`src/rtl/fetch_ctrl.sv`:
```
// fetch_ctrl: instruction-fetch sequencer.
// Owns the PC, issues req/ready fetches to a variable-latency instruction
// memory, loads the IF/ID registers, and applies hazard stalls and EX/MEM
// branch redirects (redirect > stall > normal progress).
// Optional build macro FETCH_TIMEOUT_EN adds a wait-cycle watchdog that parks
// the block in ERROR with a sticky fetch_err after WAIT_LIMIT stalled cycles.
module fetch_ctrl #(
  parameter logic [31:0] RESET_PC   = 32'h0000_0000,
  parameter int unsigned WAIT_LIMIT = 16
) (
  input  logic        clk,
  input  logic        rst_n,
  input  logic        EX_MEM_PCSrc,
  input  logic [31:0] EX_MEM_NPC,
  input  logic        stall,
  output logic        mem_req,
  output logic [31:0] mem_addr,
  input  logic        mem_ready,
  input  logic [31:0] mem_rdata,
  output logic [31:0] pc,
  output logic [31:0] IF_ID_instr,
  output logic [31:0] IF_ID_npc,
  output logic        IF_ID_valid,
  output logic        fetch_err
);

  typedef enum logic [2:0] {
    ST_BOOT,
    ST_FETCH,
    ST_HOLD,
    ST_FLUSH
`ifdef FETCH_TIMEOUT_EN
    , ST_ERROR
`endif
  } state_t;

  state_t      r_state;
  state_t      w_state_nxt;

  logic [31:0] r_pc;
  logic [31:0] r_addr;       // address of the request left outstanding by a redirect
  logic [31:0] r_instr;
  logic [31:0] r_npc;
  logic        r_valid;
  logic [31:0] r_buf_instr;  // word accepted while IF/ID was stalled
  logic [31:0] r_buf_npc;

  logic [31:0] w_pc_inc;
  logic        w_ld_mem;     // load IF/ID straight from memory
  logic        w_ld_buf;     // load IF/ID from the hold buffer
  logic        w_bubble;     // clear IF_ID_valid
  logic        w_buf_ld;     // capture memory data into the hold buffer
  logic        w_pc_adv;     // pc <= pc + 4
  logic        w_pc_redir;   // pc <= EX_MEM_NPC

  // pc+4 wraps modulo 2^32 with no flag
  assign w_pc_inc    = r_pc + 32'd4;

  assign pc          = r_pc;
  assign IF_ID_instr = r_instr;
  assign IF_ID_npc   = r_npc;
  assign IF_ID_valid = r_valid;

`ifdef FETCH_TIMEOUT_EN
  localparam int unsigned CNT_W = $clog2(WAIT_LIMIT + 1);

  logic [CNT_W-1:0] r_wait_cnt;
  logic             r_err;
  logic             w_wait;
  logic             w_timeout;

  // A cycle counts as waiting whenever a request is on the bus without ready
  assign w_wait    = ((r_state == ST_FETCH) || (r_state == ST_FLUSH)) && !mem_ready;
  assign w_timeout = w_wait && (r_wait_cnt == CNT_W'(WAIT_LIMIT - 1));
  assign fetch_err = r_err;

  // Consecutive wait-cycle counter; any ready or state change restarts it
  always_ff @(posedge clk or negedge rst_n) begin
    if (!rst_n) begin
      r_wait_cnt <= '0;
      r_err      <= 1'b0;
    end else begin
      if (!w_wait || (w_state_nxt != r_state)) r_wait_cnt <= '0;
      else                                     r_wait_cnt <= r_wait_cnt + CNT_W'(1);
      if (w_timeout) r_err <= 1'b1;
    end
  end
`else
  assign fetch_err = 1'b0;

  // WAIT_LIMIT only shapes the watchdog build; referenced here so both builds
  // accept the same parameter list without an unused-parameter report.
  if (WAIT_LIMIT == 0) begin : g_no_wait_limit
  end
`endif

  // State register
  always_ff @(posedge clk or negedge rst_n) begin
    if (!rst_n) r_state <= ST_BOOT;
    else        r_state <= w_state_nxt;
  end

  // Next-state, bus outputs and datapath strobes
  always_comb begin
    w_state_nxt = r_state;
    mem_req     = 1'b0;
    mem_addr    = r_pc;
    w_ld_mem    = 1'b0;
    w_ld_buf    = 1'b0;
    w_bubble    = 1'b0;
    w_buf_ld    = 1'b0;
    w_pc_adv    = 1'b0;
    w_pc_redir  = 1'b0;
    case (r_state)
      ST_BOOT: begin
        w_state_nxt = ST_FETCH;
      end
      ST_FETCH: begin
        mem_req = 1'b1;
        if (EX_MEM_PCSrc) begin
          // Flush wins over stall; an unanswered request must be drained
          w_bubble   = 1'b1;
          w_pc_redir = 1'b1;
          if (!mem_ready) w_state_nxt = ST_FLUSH;
        end else if (stall) begin
          if (mem_ready) begin
            w_buf_ld    = 1'b1;
            w_pc_adv    = 1'b1;
            w_state_nxt = ST_HOLD;
          end
        end else if (mem_ready) begin
          w_ld_mem = 1'b1;
          w_pc_adv = 1'b1;
        end else begin
          w_bubble = 1'b1;
        end
      end
      ST_HOLD: begin
        if (EX_MEM_PCSrc) begin
          w_bubble    = 1'b1;
          w_pc_redir  = 1'b1;
          w_state_nxt = ST_FETCH;
        end else if (!stall) begin
          w_ld_buf    = 1'b1;
          w_state_nxt = ST_FETCH;
        end
      end
      ST_FLUSH: begin
        // Keep the stale request stable until memory answers, then drop it
        mem_req  = 1'b1;
        mem_addr = r_addr;
        w_bubble = 1'b1;
        if (EX_MEM_PCSrc) w_pc_redir  = 1'b1;
        if (mem_ready)    w_state_nxt = ST_FETCH;
      end
`ifdef FETCH_TIMEOUT_EN
      ST_ERROR: begin
        w_bubble = 1'b1;
      end
`endif
      default: begin
        w_state_nxt = ST_BOOT;
      end
    endcase
`ifdef FETCH_TIMEOUT_EN
    if (w_timeout) begin
      w_state_nxt = ST_ERROR;
      w_bubble    = 1'b1;
      w_pc_redir  = 1'b0;
    end
`endif
  end

  // PC, outstanding address, IF/ID and hold buffer updates
  always_ff @(posedge clk or negedge rst_n) begin
    if (!rst_n) begin
      r_pc        <= RESET_PC;
      r_addr      <= RESET_PC;
      r_instr     <= 32'h0;
      r_npc       <= 32'h0;
      r_valid     <= 1'b0;
      r_buf_instr <= 32'h0;
      r_buf_npc   <= 32'h0;
    end else begin
      if (w_pc_redir)    r_pc <= EX_MEM_NPC;
      else if (w_pc_adv) r_pc <= w_pc_inc;

      if (r_state == ST_FETCH) r_addr <= r_pc;

      if (w_ld_mem) begin
        r_instr <= mem_rdata;
        r_npc   <= w_pc_inc;
        r_valid <= 1'b1;
      end else if (w_ld_buf) begin
        r_instr <= r_buf_instr;
        r_npc   <= r_buf_npc;
        r_valid <= 1'b1;
      end else if (w_bubble) begin
        r_valid <= 1'b0;
      end

      if (w_buf_ld) begin
        r_buf_instr <= mem_rdata;
        r_buf_npc   <= w_pc_inc;
      end
    end
  end

endmodule

```
`config.mk`:
```
export PLATFORM = sky130hd
export DESIGN_NAME = fetch_ctrl
export DESIGN_NICKNAME = d
export VERILOG_FILES = /design/src/rtl/fetch_ctrl.sv
export SDC_FILE = /design/constraint.sdc
export NUM_CORES = 1
export LEC_CHECK = 0
export ABC_AREA = 0
export CAP_MARGIN = 20
export CORE_MARGIN = 5
export CORE_UTILIZATION = 51
export CTS_CLUSTER_DIAMETER = 100
export CTS_CLUSTER_SIZE = 8
export DETAILED_ROUTE_END_ITERATION = 16
export GPL_TIMING_DRIVEN = 0
export PLACE_DENSITY = 0.81
export SYNTH_ARGS = -nofsm -noshare
export SYNTH_HDL_FRONTEND = slang
export SYNTH_SLANG_ARGS = --single-unit
```
`constraint.sdc`:
```
create_clock -name clk -period 2.45 [get_ports clk]
set_input_delay 0.49 -clock clk [delete_from_list [all_inputs] [get_ports clk]]
set_output_delay 0.49 -clock clk [all_outputs]
set_load 0.02 [all_outputs]
```
==> out/qor.yml <==
synth_top_area_share_pct: 54.2
synth_edf_count: 0
vias_per_cell: 5.78
syn2layout_area_growth_pct: 32.5
skew_ns: 0.0131
cts_buffer_depth: 2
final_core_utilization_pct: 69.0
rows: 48
synth_cells: 823
fin_crit_sh_pct: 98.1
io_buffers: 197
clkPwrFrac_pct: 26.3
ant_nets: 0
grt_pass1_vias: 7432
drc_errors: 0
drt_first_pass_iters: 6
worst-r2r-cell-count: 6
insertedDiodeCount: 0
critPathBufInv: 3
path_delay_family: "buffers and inverters"
track_usage_pct: 25.1
nNetsFinal: 1112
initial_core_util_pct: 52.1
fin_tns_setup_ns: 0
ir_worst_vdd_mv: 0.530
relSlewSlack_pct: 51.0
fillers: 1337
p_leak_uw: 0.00519
ys_seq_area_share_pct: 54.2
finalHoldViolations: 0
dp_hpwl_mm: 18.3
netlist_area_mm2: 0.00901
combPwrFrac_pct: 31.7
max_slew.worst_pin.slew_ns: 0.735
outcome: "finished clean"
die_h_um: 143
power_density_mw_per_mm2: 917
finalSetupViolCount: 0
intPower_uw: 7300
multi_input_area_mm2: 0.00386
slowest_stage: "dfrtp_1"
startpoint_type: "register"
avgRoutedWirePerCell_um: 19.7
drtIter0Drc: 757
cts.htree.levels: 4
finalWorstSetupSlack_ns: 0.0469
p_sw_uw: 3640
ys_types: 51
num_vias: 7404
cts_tree: "done"
insertion_delay_ns: 0.44
crit_path_cell_trace: "buf_4 -> nand2_8 -> buf_8 -> mux2_2 -> clkdlybuf4s15_1"
place.gp.congestion: 0.966
cts-root-buf: "clkbuf_16"
seq_power_share_pct: 42.1
grt_pass1_wl_mm: 40.3
cts_buffers: 17
reg2reg_from: "pc[24]"
switching_share_pct: 33.2
p_total_uw: 10900
rsz0062_at_grt: "yes"
reg2reg_to: "pc[29]"
post-place-ws_ns: -0.786
ys_top_cells_by_area: "dfrtp_1 54%, mux2_2 13%, a22oi_1 5.6%"
io_pins: 200
synth.avg_cell_area_um2: 10.9
seqCellArea_mm2: 0.00488
synth-main-ff-cell: "dfrtp_1"
synth_area_leader_cell: "dfrtp_1"
ys_seq_elements: 195
synthArstFlopShare_pct: 100
critPathMaxStageDelay_ns: 0.38
clock-sinks: 195
yosys_warnings: 0
hold_class: "in -> async"
core_mm2: 0.0173
max_freq_mhz: 416
crit_type: "reg -> out"
hold-worst-slack_ns: 0.0569
rrSetupSlack_ns: 0.11
maxCapViolCount: 0
grt_max_degree: 102
drt_wl_total_mm: 25.2
fp.dieArea_mm2: 0.0204
fin_crit_ns: 2.40
report.final.slew_viol_count: 0
clkTransAtPathRegs_ns: 0.07
layout-drive-gt1-share_pct: 20.4
synthesis.nets: 893
critPathMaxFanout: 10
overflow: 0
crit_required_ns: 1.96
die_x_um: 143
end_kind: "primary output"
arrival_ns: 1.91
antenna_found_initial: 0
worst max-delay path by stage:
stage | startpoint | end | slack (ns) | cells past startpoint
floorplan | pc[6] | pc[29] | 0.24 | 6
global placement | rst_n | r_addr[8] | -7.22 | 1
detailed placement | stall | IF_ID_npc[21] | -0.79 | 6
CTS | r_state[0] | mem_addr[3] | -0.09 | 5
global route | r_state[0] | mem_addr[9] | -0.03 | 5
finish | r_state[0] | mem_addr[9] | 0.05 | 5
area by class of cell:
class / instances / area share [%]
Multi-Input combinational cell: 548 / 32.4
Inverter: 6 / 0.189
Sequential cell: 195 / 40.9
Buffer: 72 / 2.92
Tap cell: 225 / 2.36
Clock buffer: 19 / 3.71
Timing Repair Buffer: 202 / 16.2
Clock inverter: 13 / 1.37
layout by cell type (no fill, tap or decap), drive strengths merged, types with 2 or more instances in the layout:
master / Yosys / routed
mux2: 101 / 101
nand3: 24 / 24
clkdlybuf4s15: 0 / 10
o311ai: 6 / 6
a221o: 14 / 14
nand2: 126 / 126
nand2b: 2 / 2
clkbuf: 45 / 82
and4: 2 / 2
or2: 3 / 3
and3: 6 / 6
clkdlybuf4s50: 0 / 164
and2: 2 / 2
xor2: 16 / 16
dlygate4sd2: 0 / 2
bufinv: 0 / 2
nand4: 9 / 9
a21oi: 5 / 5
inv: 6 / 13
clkinv: 0 / 2
xnor2: 12 / 12
a21o: 4 / 4
clkinvlp: 0 / 2
nor4: 7 / 7
a22oi: 67 / 67
a31oi: 6 / 6
mux2i: 2 / 2
or3: 3 / 3
o21ai: 79 / 79
nor3: 13 / 13
buf: 29 / 35
nor3b: 5 / 5
nand3b: 3 / 3
dfrtp: 195 / 195
nor2: 16 / 16
registers in the layout (all words and copies together) (netlist names):
name	flops
r_state	2
r_addr	32
pc	32
r_buf_npc	32
IF_ID_valid	1
IF_ID_npc	32
r_buf_instr	32
IF_ID_instr	32
power by group through the flow:
stage,Sequential [uW],Clock (uW),Combinational (uW)
6_report,4600,2870,3460
5_1_grt,4710,3060,3740
4_1_cts,4590,2910,3480
3_5_place_dp,4640,0,3560
3_3_place_gp,4600,0,3490
2_1_floorplan,5010,0,1460
Yosys cell counts, types with 6 or more instances:
| cell | count |
|---|---|
| a221o_1 | 14 |
| a22oi_1 | 67 |
| a31oi_1 | 6 |
| and3_1 | 6 |
| buf_1 | 8 |
| buf_2 | 18 |
| clkbuf_1 | 45 |
| dfrtp_1 | 195 |
| inv_1 | 6 |
| mux2_2 | 101 |
| nand2_1 | 126 |
| nand3_1 | 20 |
| nand4_1 | 8 |
| nor2_1 | 16 |
| nor3_1 | 12 |
| o21ai_0 | 79 |
| o311ai_0 | 6 |
| xnor2_1 | 12 |
| xor2_1 | 16 |
routing by layer:
metal | part of all wire [%] | global-route usage (%)
met3 | 9.5 | 7.13
met4 | 1.7 | 7.25
met1 | 42 | 34.1
met5 | 0 | 0
met2 | 47 | 39.8
kinds of logic (layout without fill, tap and decap cells):
kind of cell             count (synthesis)  count (layout)  synth area share [%]
AO/OA/AOI/OAI                          189             189                  13.9
XOR/XNOR                                28              28                  2.72
adder cells (fa/ha/maj)                  1               1                 0.139
buffers and inverters                   80             312                  3.71
flip-flops                             195             195                  54.2
multiplexers                           103             103                  12.8
other                                    1               1                0.0416
AND/OR/NAND/NOR                        226             226                  12.4
stage by stage:
stage,cells,instance area (um2)
floorplan,823,9010
global placement,1245,11300
detailed placement,1246,11300
CTS,1277,11900
global route,1280,11900
finish,1280,11900
what timing repair did:
action	4_1_cts	5_1_grt
hold buffers	0	0
pin swaps	1	1
setup endpoints to repair	157	116
setup buffers	0	4
gates resized for setup	47	80
hold endpoints to repair	0	0
No activity file was read; power rests on OpenSTA's default activity.
